==> src/rtl/e203_dtcm_icb_ctrl.sv <==
// ICB-to-SRAM controller for the DTCM macro: single-beat reads/writes,
// 2-entry response buffer and idle-driven light-sleep control.
module e203_dtcm_icb_ctrl #(
  parameter int AW      = 16,
  parameter int DW      = 32,
  parameter int MW      = 4,
  parameter int RAM_AW  = 14,
  parameter int DP      = 16384,
  parameter int LS_IDLE = 16
) (
  input  logic              clk,
  input  logic              rst,
  input  logic              i_icb_cmd_valid,
  output logic              i_icb_cmd_ready,
  input  logic [AW-1:0]     i_icb_cmd_addr,
  input  logic              i_icb_cmd_read,
  input  logic [DW-1:0]     i_icb_cmd_wdata,
  input  logic [MW-1:0]     i_icb_cmd_wmask,
  output logic              i_icb_rsp_valid,
  input  logic              i_icb_rsp_ready,
  output logic [DW-1:0]     i_icb_rsp_rdata,
  output logic              i_icb_rsp_err,
  output logic              ram_sd,
  output logic              ram_ds,
  output logic              ram_ls,
  output logic              ram_cs,
  output logic              ram_we,
  output logic [RAM_AW-1:0] ram_addr,
  output logic [MW-1:0]     ram_wem,
  output logic [DW-1:0]     ram_din,
  input  logic [DW-1:0]     ram_dout
);

  localparam int CW = (LS_IDLE > 0) ? $clog2(LS_IDLE + 1) : 1;
  localparam logic [CW-1:0] LS_MAX = CW'(LS_IDLE);
  localparam logic [RAM_AW:0] DP_LIM = (RAM_AW + 1)'(DP);

  logic [1:0]        occ;
  logic              accept;
  logic              rsp_hs;
  logic              in_range;
  logic              idle;
  logic [RAM_AW-1:0] word;
  logic              unused;

  logic              pend;
  logic              pend_rd;
  logic              pend_err;
  logic [DW-1:0]     pend_data;

  logic [DW:0]       rbuf [2];
  logic              wptr;
  logic              rptr;
  logic [1:0]        buf_cnt;
  logic              push;
  logic              pop;
  logic [DW:0]       head;

  logic [CW-1:0]     idle_cnt;

  assign unused   = &{1'b0, i_icb_cmd_addr[1:0]};
  assign word     = i_icb_cmd_addr[AW-1:2];
  assign in_range = ({1'b0, word} < DP_LIM);

  assign i_icb_cmd_ready = ~rst & ~ram_ls & (occ < 2'd2);
  assign accept = i_icb_cmd_valid & i_icb_cmd_ready;

  assign ram_cs   = accept & in_range;
  assign ram_we   = ~i_icb_cmd_read;
  assign ram_wem  = i_icb_cmd_read ? '0 : i_icb_cmd_wmask;
  assign ram_din  = i_icb_cmd_wdata;
  assign ram_addr = word;
  assign ram_sd   = 1'b0;
  assign ram_ds   = 1'b0;

  // RAM data is only valid for one cycle; the pending slot forwards it
  // straight to the response port and parks it in the buffer if stalled.
  assign pend_data = pend_rd ? ram_dout : '0;
  assign head = (buf_cnt != 2'd0) ? rbuf[rptr] : {pend_data, pend_err};

  assign i_icb_rsp_valid = ~rst & ((buf_cnt != 2'd0) | pend);
  assign i_icb_rsp_rdata = head[DW:1];
  assign i_icb_rsp_err   = head[0];
  assign rsp_hs = i_icb_rsp_valid & i_icb_rsp_ready;

  assign pop  = rsp_hs & (buf_cnt != 2'd0);
  assign push = pend & ~((buf_cnt == 2'd0) & rsp_hs);

  assign idle = (occ == 2'd0) & ~i_icb_cmd_valid;

  always_ff @(posedge clk) begin
    if (rst) begin
      occ      <= 2'd0;
      pend     <= 1'b0;
      pend_rd  <= 1'b0;
      pend_err <= 1'b0;
      wptr     <= 1'b0;
      rptr     <= 1'b0;
      buf_cnt  <= 2'd0;
      rbuf[0]  <= '0;
      rbuf[1]  <= '0;
    end else begin
      occ      <= occ + {1'b0, accept} - {1'b0, rsp_hs};
      pend     <= accept;
      pend_rd  <= accept & i_icb_cmd_read & in_range;
      pend_err <= accept & ~in_range;
      if (push) begin
        rbuf[wptr] <= {pend_data, pend_err};
        wptr       <= ~wptr;
      end
      if (pop) rptr <= ~rptr;
      buf_cnt <= buf_cnt + {1'b0, push} - {1'b0, pop};
    end
  end

  always_ff @(posedge clk) begin
    if (rst) begin
      idle_cnt <= '0;
      ram_ls   <= 1'b0;
    end else begin
      if (!idle) idle_cnt <= '0;
      else if (idle_cnt != LS_MAX) idle_cnt <= idle_cnt + 1'b1;
      if (LS_IDLE == 0) ram_ls <= 1'b0;
      else if (ram_ls & i_icb_cmd_valid) ram_ls <= 1'b0;
      else if (idle & (idle_cnt == LS_MAX)) ram_ls <= 1'b1;
    end
  end

endmodule

==> config.mk <==
export PLATFORM = sky130hd
export DESIGN_NAME = e203_dtcm_icb_ctrl
export DESIGN_NICKNAME = d
export VERILOG_FILES = /design/src/rtl/e203_dtcm_icb_ctrl.sv
export SDC_FILE = /design/constraint.sdc
export NUM_CORES = 1
export LEC_CHECK = 0
export BUFFER_PORTS_ARGS = -buffer_cell sky130_fd_sc_hd__buf_2
export CAP_MARGIN = 20
export CORE_UTILIZATION = 34
export CTS_CLUSTER_DIAMETER = 120
export DETAILED_ROUTE_END_ITERATION = 10
export SLEW_MARGIN = 20
export SYNTH_ARGS = -nofsm -noshare
export SYNTH_HDL_FRONTEND = slang
export SYNTH_SLANG_ARGS = --single-unit
==> constraint.sdc <==
create_clock -name clk -period 2.6 [get_ports clk]
set_input_delay 0.13 -clock clk [delete_from_list [all_inputs] [get_ports clk]]
set_output_delay 0.13 -clock clk [all_outputs]
set_load 0.005 [all_outputs]
; ---- Yosys cells after proc, flatten, opt, wreduce, memory -nomap -nowiden
; Memories as Yosys holds them, arrays and structs flattened. A register that Yosys moved wholly into a read port is not among the register bits.
; Index checks and enable logic that the tools add are counted.
[totals]
in_bits = 89
rom_bits = 0
elab_cells = 57
ff_bits = 14
ramBits = 64
latch_bits = 0
n_memories = 1
[mem_list]
columns = name, words, width, rd, rd_clocked_by_memory_dff, write_ports, line
row1 = rbuf, 2, 32, 1, 1, 2, 51  ; logic [DW:0] rbuf [2];
[op_classes]
order_cmp = 1
multipliers = 0
bitwise = 21
muxes = 13
add_sub_neg = 5
eq_ne = 2
n_shift = 0
n_reduce_logical = 6
div_mod_pow = 0
[op_table]
columns = op, n
row1 = 2-to-1 mux 32 bit, 2
row2 = 2-to-1 mux 33 bit, 1
row3 = OR reduction 32 bit, 1
row4 = AND 1 bit, 12
row5 = 2-to-1 mux 1 bit, 9
row6 = inverter 1 bit, 8
row7 = "adder 5 x 1 -> 5 bit, second input constant", 1
row8 = "== test 5 bit, second input constant", 1
row9 = "inequality test 5 bit, second input constant", 1
row10 = adder 2 x 1 -> 2 bit, 2
row11 = zero test 2 bit, 2
row12 = 2-to-1 mux 4 bit, 1
row13 = OR reduction 2 bit, 2
row14 = subtractor 2 x 1 -> 2 bit, 2
row15 = "less-than comparator 2 bit, second input constant", 1
row16 = nonzero test 2 bit, 1
row17 = bitwise OR 1 bit, 1

; ---- Longest topological paths before layout
; Gate-level depths: netlist of the first run.
[logic_depth]
depth_word = 12
ltp_mapped = 9
mapped_depth_nobuf = 8

; ---- Worst setup path after synthesis of the first run
; Ideal clock, no wire load.
[synth_path]
kind = reg-to-reg
start = reg buf_cnt[1]
end = mem rbuf[1][0] (netlist name) (enable)
t_arrival_ns = 1.540
setup_time_ns = 0.482
stages_incl_launch_ff = 4
setup_slack_ns = 0.578
period_less_slack_ns = 2.022
path_cell_list = dfxtp_1 > or3b_2 > nand4b_2 > nand2b_1
[synth_lines]
columns = item, line
row1 = "start, declared", 54  ; logic [1:0] buf_cnt;
row2 = "start signal, assigned", 112  ; buf_cnt <= buf_cnt + {1'b0, push} - {1'b0, pop};
row3 = "end, declared", 51

==> results of run 1 <==
critical path, cell delays in order (launching register included):
cell and delay (ns):
dfxtp_2 0.55, buf_4 0.36, mux2_2 0.37, nand2_1 0.07
o21ai_0 0.09, buf_2 0.16
sequential cells by signal (all words and copies together) (netlist names), named ones only:
register / flops
ram_ls: 1
rptr: 1
pend: 1
buf_cnt: 2
rbuf: 64
idle_cnt: 5
wptr: 1
occ: 2
pend_rd: 1
final timing paths:
check	from	end	depth (start not counted)
worst max-delay path	flip-flop	i_icb_rsp_rdata[4]	5
worst min-delay path	i_icb_cmd_valid	ram_ls	2
worst max register to register	buf_cnt[1]	rbuf[0][17]	4
worst min register to register	rptr	flip-flop	2
area by class of cell:
cell class / count / area, µm² / area share, %
inverter: 7 / 26.3 / 0.563
tap: 143 / 179 / 3.83
clock inverter: 7 / 120 / 2.57
multi-input combinational: 256 / 1440 / 30.8
clock buffer: 9 / 225 / 4.82
sequential: 79 / 2220 / 47.6
timing repair buffer: 86 / 455 / 9.76
placed cells by master (no fill, tap or decap), types with 2 or more instances in the layout:
| master | instances |
|---|---|
| nand2_1 | 64 |
| nand2b_1 | 2 |
| clkbuf_16 | 9 |
| buf_2 | 81 |
| clkinv_4 | 2 |
| bufinv_16 | 3 |
| nand3_1 | 2 |
| nor2b_1 | 7 |
| xor2_1 | 5 |
| o21ai_1 | 8 |
| xnor2_1 | 3 |
| and2_1 | 4 |
| nor3_1 | 3 |
| conb_1 | 3 |
| buf_4 | 4 |
| edfxtp_1 | 64 |
| ha_1 | 6 |
| nor2_1 | 78 |
| dfxtp_1 | 14 |
| inv_1 | 7 |
| o21ai_0 | 27 |
| mux2_2 | 32 |
stage by stage:
stage          util, %  instances
6_report          40.0        587
5_1_grt           40.0        587
4_1_cts           40.0        587
3_5_place_dp      37.1        571
3_3_place_gp      37.1        571
2_1_floorplan        -        412
logic make-up (layout without fill, tap and decap cells):
group,count (synthesis),count (layout)
simple gates,169,169
flops,79,79
buf+inv,77,109
compound gates,37,37
mux,33,33
xor+xnor,8,8
fa+ha+maj,6,6
other cells,1,3
metal layers:
layer | wire, µm | vias up | share of wire, % | GRT usage, %
met5 | 0 | - | 0 | 0
met3 | 508 | 41 | 6.1 | 2.97
met1 | 3610 | 1275 | 43 | 15.7
li1 | - | 1385 | - | -
met4 | 295 | 0 | 3.6 | 8.27
met2 | 3890 | 103 | 47 | 22.9
power groups by stage:
stage | combinational (mW) | sequential, mW | clock, mW
after floorplan | 0.512 | 1.51 | 0
after global placement | 0.655 | 1.53 | 0
after detailed placement | 0.661 | 1.54 | 0
after CTS | 0.664 | 1.51 | 1.46
after global routing | 0.733 | 1.52 | 1.50
final | 0.646 | 1.51 | 1.44
==> results.md, run 1 <==
* Worst-Skew Late Latency at between 0.3 and 0.4 ns
* Layout Nets at 534
* Num ports at ~180
* Setup TNS at 0 ns
* Slew @ Worst Pin at about 0.9 ns
* Max VDD drop at 342 µV
* Largest cells by area after synthesis: edfxtp_1, buf_4, mux2_2
* Clock transition at path regs at around 0.060 ns
* TritonCTS clock tree: built
* Routed wire per std cell at about 14 µm
* Final period util at a little under 80%
* Cells after synthesis at 410
* Top cells by count, synth: nor2_1, edfxtp_1, nand2_1
* Critical path class: reg -> out
* DP HPWL at between 5000 and 6000 µm
* Placed Area at roughly 4300 µm²
* Area added between synthesis and finish at 12.7%
* Psw at 0.916 mW
* Root Driver: clkbuf_16
* Die Ht at ~110 µm
* Core area at roughly 12000 µm²
* Path type of the worst min-delay path: in -> reg
* Pre-antenna DRT Iters at 4
* Sequential area share after synthesis at a little over half
* Adder-Cell Fraction of Synth Area at 1.81%
* Startpoint Class: flip-flop
* Rel. slew slack at about 40%
* Avg Cell Area, Syn at 10.1 µm²
* Syn Std Cell Area at approximately 4100 µm²
* Via/cell ratio at 4.78
* Comb pwr share at roughly 18%
* Synth Flop Type: edfxtp_1
* Cell Int Power at 2.68 mW
* CTS Buf Count at 9
* DRC viols at 0
* Post-Place Worst Slack at roughly 0.60 ns
* Fmax at between 400 and 500 MHz
* Final Max Tran Viols at 0
* # port buffers at a little over 80
* Final setup viols at 0
* Clock Tree Buf Depth at 2
* Number of synthesized flops with an enable pin at 64
* Largest net degree at the start of global routing at 65
* Initial antenna violation count at 0
* Compound-cell area share of the yosys netlist at 4.53%
* Synth Area in XOR/XNOR at around 1.7%
* Largest family of logic cells by synthesized area: simple AND/OR/NAND/NOR gates
* Worst hold margin at around 0.023 ns
* Worst Path Required at 2.47 ns
* Final Instance Area at 4670 µm²
* Synth unique cells at 31
* GP Congestion at 0.683
* Cell type with the largest total area after synthesis: edfxtp_1
* Crit end category: output port
* Power after layout at about 3.6 mW
* Multiplexer area fraction after synthesis at about 8.9%
* DRT Wirelength at 8300 µm
* Antenna diodes at 0
* Fillers at ~1200
* Final worst setup slack at 0.538 ns
* Via count of the first global-routing pass at ~2700
* Placement Rows at 39
* Status: finished, final reports clean
* Share of cells above drive strength 1 at approximately a third
* Die W at between 100 and 150 µm
* Gr usage total at between 10 and 15%
* Die ar. at around 13000 µm²
* Initial Util at between 30% and 40%
* Yosys warns at 0
* Iteration-0 DRC Markers at between 100 and 150
* First-pass GRT wire length at 13200 µm
* CP max FO at 19
* Share of the synthesized area in the top cell type at a little under half
* Antenna-violating nets left at 0
* Clock share of power at around two fifths
* Remaining Overflow, GRT at 0
* Crit path DAT at between 1.5 and 2 ns
* Switching part of the total at between 20% and 30%
* H-Tree Depth at 3
* Max-Cap Viols at 0
* Post-CTS Resized at 0
* Post-CTS setup buffers at 0
* Register share of total power at between 40% and 50%
* RSZ-0062 raised after global routing: no
* Count leader, synth: nor2_1
* Hold_buf cts at 0
* Pwr dens at ~770 nW/µm²
* Vias at between 2000 and 3000
* Endpoints failing hold at 0
* Post-route minimum period at about 2.1 ns
* Clock Sinks at 79
* Clock Skews at 0.00796 ns
* Worst R2R Setup Slack at a little over 0.6 ns
* Synth Area in Simple Gates at about 17%
* Static Leak at between 1.5 and 2 nW
* Post-synth ARST share at 0%
* Yosys reg bits at 79
No activity file was read; power rests on OpenSTA's default activity.
==> run 2: changes to the inputs <==
clock period = 1.8 ns   (was 2.6 ns; I/O delays follow)
==> results.md, run 2 (synthesized netlist as in run 1, its figures left out) <==
* Status: finished with violations (was finished, final reports clean)
* Failing checks: DRC
* Final setup viols at 0 (unchanged)
* Num ports at 179 (unchanged)
* Power after layout at 5.06 mW (was 3.60 mW)
* Via/cell ratio at 4.77 (was 4.78)
* Setup TNS at 0 ns (unchanged)
* Crit end category: output port (unchanged)
* Area added between synthesis and finish at 14.3% (was 12.7%)
* CP max stage delay at 0.34 ns (was 0.55 ns)
* CTS Buf Count at 9 (unchanged)
* Final Max Tran Viols at 0 (unchanged)
* Crit path DAT at 1.63 ns (was 1.93 ns)
* Non-filler cells, final at 594 (was 587)
* Worst hold margin at 0.110 ns (was 0.0226 ns)
* Clock transition at path regs at 0.06 ns (about the same)
* WP buf/inv at 2 (unchanged)
* Max reg flops at 64 (unchanged)
* Critical-path top delay cell: dfxtp_2 (unchanged)
* Worst-Skew Late Latency at 0.33 ns (about the same)
* Fmax at slightly below 600 MHz
* Remaining Overflow, GRT at 0 (unchanged)
* Pre-antenna DRT Iters at 7 (was 4)
* Vias at 2832 (was 2804)
* Cell count of the worst reg-to-reg path at 8 (was 4)
* First-pass GRT wire length at 14100 µm (was 13200 µm)
* Largest regs: rbuf (64), idle_cnt (5) (unchanged)
* Startpoint Class: flip-flop (unchanged)
* Critical path class: reg -> out (unchanged)
* Antenna diodes at 0 (unchanged)
* Worst-path cell chain: or2_4 > buf_8 > o21ai_0 > buf_2 (was buf_4 > mux2_2 > nand2_1 > o21ai_0 > buf_2)
* Placed insts at 578 (was 571)
* Share of cells above drive strength 1 at 33.5% (was 31.5%)
* Initial Util at 35.5% (unchanged)
* Clock Skews at 0.00550 ns (was 0.00796 ns)
* DRC viols at 1 (was 0)
* Clock Tree Buf Depth at 2 (unchanged)
* Hold path depth at 3 (was 2)
* Final period util at 95.6%
* GP Congestion at 0.683 (about the same)
* Iteration-0 DRC Markers at 218 (was 140)
* Clock Sinks at 79 (unchanged)
* Die ar. at 12600 µm² (unchanged)
* CP max FO at 64 (was 19)
* Largest net degree at the start of global routing at 65 (unchanged)
* H-Tree Depth at 3 (unchanged)
* Pwr dens at 1070 nW/µm² (was 770 nW/µm²)
* Commonest non-fill, non-tap cell in the layout: buf_2 (unchanged)
* Max VDD drop at 515 µV (was 342 µV)
* Core area at 11700 µm² (unchanged)
* Max-Cap Viols at 0 (unchanged)
* Layout Nets at 542 (was 534)
* Placement Rows at 39 (unchanged)
* Antenna-violating nets left at 0 (unchanged)
* Initial antenna violation count at 0 (unchanged)
* Most flops, register: rbuf (unchanged)
* Routed wire per std cell at 14.8 µm (was 14.1 µm)
* Die W at 112 µm (unchanged)
* DRT Wirelength at 8800 µm (was 8300 µm)
* Worst Path Required at 1.71 ns (was 2.47 ns)
* Fillers at 1151 (was 1156)
* Most frequent cells in the layout: buf_2, nor2_1, nand2_1, edfxtp_1, mux2_2 (unchanged)
* Post-route minimum period at about 1.7 ns
* # port buffers at 81 (unchanged)
* RSZ-0062 raised after global routing: no (unchanged)
* Endpoints failing hold at 0 (unchanged)
* Worst path depth at 4 (was 5)
* Via count of the first global-routing pass at 2872 (was 2746)
* Die Ht at 112 µm (unchanged)
* TritonCTS clock tree: built (unchanged)
* Gr usage total at 14.4% (was 13.5%)
* CP delay by family, top: buffers and inverters (was flip-flops)
* Path type of the worst min-delay path: in -> reg (unchanged)
* Root Driver: clkbuf_16 (unchanged)
* DP HPWL at 5660 µm (was 5320 µm)
* Static Leak at 1.89 nW (was 1.86 nW)
==> run 2: changes by cell type in the layout (fill, tap and decap cells not counted), moves of 2 or more <==
cell      previous run  this run
buf_4                4         8
clkinv_4             2         0
o21ai_0             27        25
clkinv_2             0         2
==> run 2: cell type report <==
cell class,count,area [µm²],share of cell area (%)
timing repair buffer,94,542,11.4
tap,143,179,3.78
clock inverter,5,73.8,1.56
sequential,79,2220,47.0
clock buffer,10,229,4.83
inverter,7,26.3,0.555
multi-input combinational,256,1460,30.9
==> run 2: path summary, 6_finish.rpt <==
check | from | endpoint | slack (ns)
worst max-delay path | buf_cnt[0] | i_icb_rsp_rdata[18] | 0.08
worst min-delay path | ram_dout[30] | rbuf[1][30] | 0.11
worst max register to register | buf_cnt[0] | buf_cnt[1] | 0.11
worst min register to register | rptr | rptr | 0.50
==> run 2: where the power goes <==
group / leakage [nW] / total, mW / internal, mW / switching (mW)
clock network: 0.150 / 1.87 / 1.20 / 0.674
logic: 0.951 / 1.03 / 0.457 / 0.575
registers: 0.790 / 2.16 / 2.10 / 0.0557
total: 1.89 / 5.06 / 3.76 / 1.30
==> run 2: per-layer routing <==
metal,up-vias,wire length [µm],GRT usage (%)
met5,-,0,0
met4,0,216,6.93
met3,39,605,4.86
met2,84,4200,23.9
met1,1315,3780,16.7
li1,1394,-,-
==> run 2: worst min-delay path, stage by stage <==
cell	delay [ns]
buf_2	0.07
nand2_1	0.07
nor2_1	0.10
==> run 2: what timing repair did <==
item,in CTS,in global routing
hold buffers,1,0
endpoints found under the setup margin,32,54
gates resized for setup,2,10
buffers inserted,0,0
hold endpoints to repair,1,0
pin swaps,0,1
==> run 2: metrics by stage <==
step / cell area [µm²] / setup WS, ns / util, %
after floorplan: 4160 / 0.0603 / -
after global placement: 4390 / 0.106 / 37.6
after detailed placement: 4390 / 0.0815 / 37.6
after CTS: 4710 / 0.0129 / 40.4
after global routing: 4740 / 0.0139 / 40.6
final: 4740 / 0.0784 / 40.6
==> run 3: changes to the inputs <==
CORE_MARGIN = 10   (was not set)
==> results.md, run 3 (synthesized netlist as in run 1, its figures left out) <==
* Status: finished, final reports clean (was finished with violations)
* Area added between synthesis and finish at 15.3% (was 14.3%)
* Clock Skews at 0.00380 ns (was 0.00550 ns)
* Die W at 130 µm (was 112 µm)
* Static Leak at 1.92 nW (was 1.89 nW)
* Pwr dens at 1040 nW/µm² (was 1070 nW/µm²)
* Crit end category: flip-flop (was output port)
* Max-Cap Viols at 0 (unchanged)
* CTS Buf Count at 9 (unchanged)
* Worst Path Required at 1.89 ns (was 1.71 ns)
* Post-route minimum period at 1.79 ns (was 1.72 ns)
* # port buffers at 81 (unchanged)
* Routed wire per std cell at 16.0 µm (was 14.8 µm)
* Die ar. at 17000 µm² (was 12600 µm²)
* Power after layout at 4.97 mW (was 5.06 mW)
* Via/cell ratio at 4.74 (was 4.77)
* Root Driver: clkbuf_16 (unchanged)
* DRT Wirelength at 9660 µm (was 8800 µm)
* Initial Util at 34.6% (was 35.5%)
* H-Tree Depth at 3 (unchanged)
* Remaining Overflow, GRT at 0 (unchanged)
* Critical path class: reg -> reg (was reg -> out)
* Most flops, register: rbuf (unchanged)
* Vias at 2862 (was 2832)
* DP HPWL at 6650 µm (was 5660 µm)
* Final Max Tran Viols at 0 (unchanged)
* Path type of the worst min-delay path: in -> reg (unchanged)
* GP Congestion at 0.719 (was 0.683)
* Worst R2R Setup Slack at 0.005 ns (was 0.11 ns)
* Via count of the first global-routing pass at 2902 (was 2872)
* Pre-antenna DRT Iters at 4 (was 7)
* Worst-Skew Late Latency at 0.33 ns (about the same)
* Final setup viols at 0 (unchanged)
* Layout Nets at 547 (was 542)
* Worst hold margin at 0.104 ns (was 0.110 ns)
* Cell count of the worst reg-to-reg path at 5 (was 8)
* Antenna diodes at 0 (unchanged)
* Core area at 12000 µm² (was 11700 µm²)
* Setup TNS at 0 ns (unchanged)
* Max VDD drop at 466 µV (was 515 µV)
* Placement Rows at 40 (was 39)
* HP Start: i_icb_cmd_read (was ram_dout[30])
* RR Endpoint: rbuf[0][2] (was buf_cnt[1])
* Fmax at 557 MHz (was 581 MHz)
* Gr usage total at 11.3% (was 14.4%)
* RSZ-0062 raised after global routing: yes (was no)
* Commonest non-fill, non-tap cell in the layout: buf_2 (unchanged)
* Num ports at 179 (unchanged)
* DRC viols at 0 (was 1)
* TritonCTS clock tree: built (unchanged)
* Final period util at 99.7% (was 95.6%)
* Max reg flops at 64 (unchanged)
* Endpoints failing hold at 0 (unchanged)
* Startpoint Class: flip-flop (unchanged)
* Iteration-0 DRC Markers at 162 (was 218)
* Share of cells above drive strength 1 at 34.1% (was 33.5%)
* Hold path depth at 2 (was 3)
* First-pass GRT wire length at 14900 µm (was 14100 µm)
* CP max FO at 17 (was 64)
* Antenna-violating nets left at 0 (unchanged)
* Largest net degree at the start of global routing at 41 (was 65)
* Hold path endpoint: pend_rd (was rbuf[1][30])
* Most frequent cells in the layout: buf_2, nor2_1, nand2_1, edfxtp_1, mux2_2 (unchanged)
* Crit path DAT at 1.88 ns (was 1.63 ns)
* Clock transition at path regs at 0.05 ns (was 0.06 ns)
* Clock Tree Buf Depth at 2 (unchanged)
* Initial antenna violation count at 0 (unchanged)
* Critical R2R Launch: buf_cnt[0] (unchanged)
* Largest regs: rbuf (64), idle_cnt (5) (unchanged)
* Clock Sinks at 79 (unchanged)
* Die Ht at 130 µm (was 112 µm)
## run 3: area by class of cell
class / instances / area (µm²)
tap: 147 / 184
clock buffer: 10 / 229
fill: 1190 / 7180
multi-input combinational: 256 / 1460
sequential: 79 / 2230
clock inverter: 6 / 51.3
timing repair buffer: 99 / 602
inverter: 7 / 26.3
## run 3: timing repair
action                                  in CTS  in global routing
gates resized for setup                      0                 11
hold buffers                                 3                  0
endpoints found under the hold margin        3                  0
buffers inserted                             0                  1
endpoints found under the setup margin       0                  9
## run 3: power by group
group	internal, mW	switching, mW
combinational	0.473	0.593
sequential	2.10	0.0532
clock	1.05	0.689
total	3.63	1.33
## run 3: through the flow
stage	instance area, µm²	setup slack [ns]	util [%]	std cells
3_3_place_gp	4440	0.114	37.1	584
5_1_grt	4780	-0.0605	40.0	604
3_5_place_dp	4440	0.0859	37.1	584
6_report	4780	0.00542	40.0	604
4_1_cts	4750	0.0298	39.7	603
2_1_floorplan	4160	0.0603	-	412
## run 3: per-layer routing
layer / routed length [µm] / part of all wire, % / vias to the layer above / track usage (%)
met4: 238 / 2.5 / 0 / 4.58
met1: 4070 / 42 / 1349 / 13.0
met2: 4420 / 46 / 85 / 17.8
li1: - / - / 1398 / -
met3: 932 / 9.6 / 30 / 5.20
met5: 0 / 0 / - / 0
## run 3: how the worst max path moves through the flow
stage / start / to
after global placement: buf_cnt[1] / rbuf[0][4]
after global routing: buf_cnt[1] / buf_cnt[1]
after floorplan: buf_cnt[1] / buf_cnt[1]
after CTS: flip-flop / i_icb_rsp_rdata[20]
after detailed placement: buf_cnt[1] / buf_cnt[1]
final: buf_cnt[0] / rbuf[0][2]
## run 3: critical path, stage by stage (launching register included)
cell,delay [ns]
dfxtp_2,0.32
buf_4,0.13
or3b_2,0.49
and2_1,0.19
a21o_2,0.25
buf_12,0.16
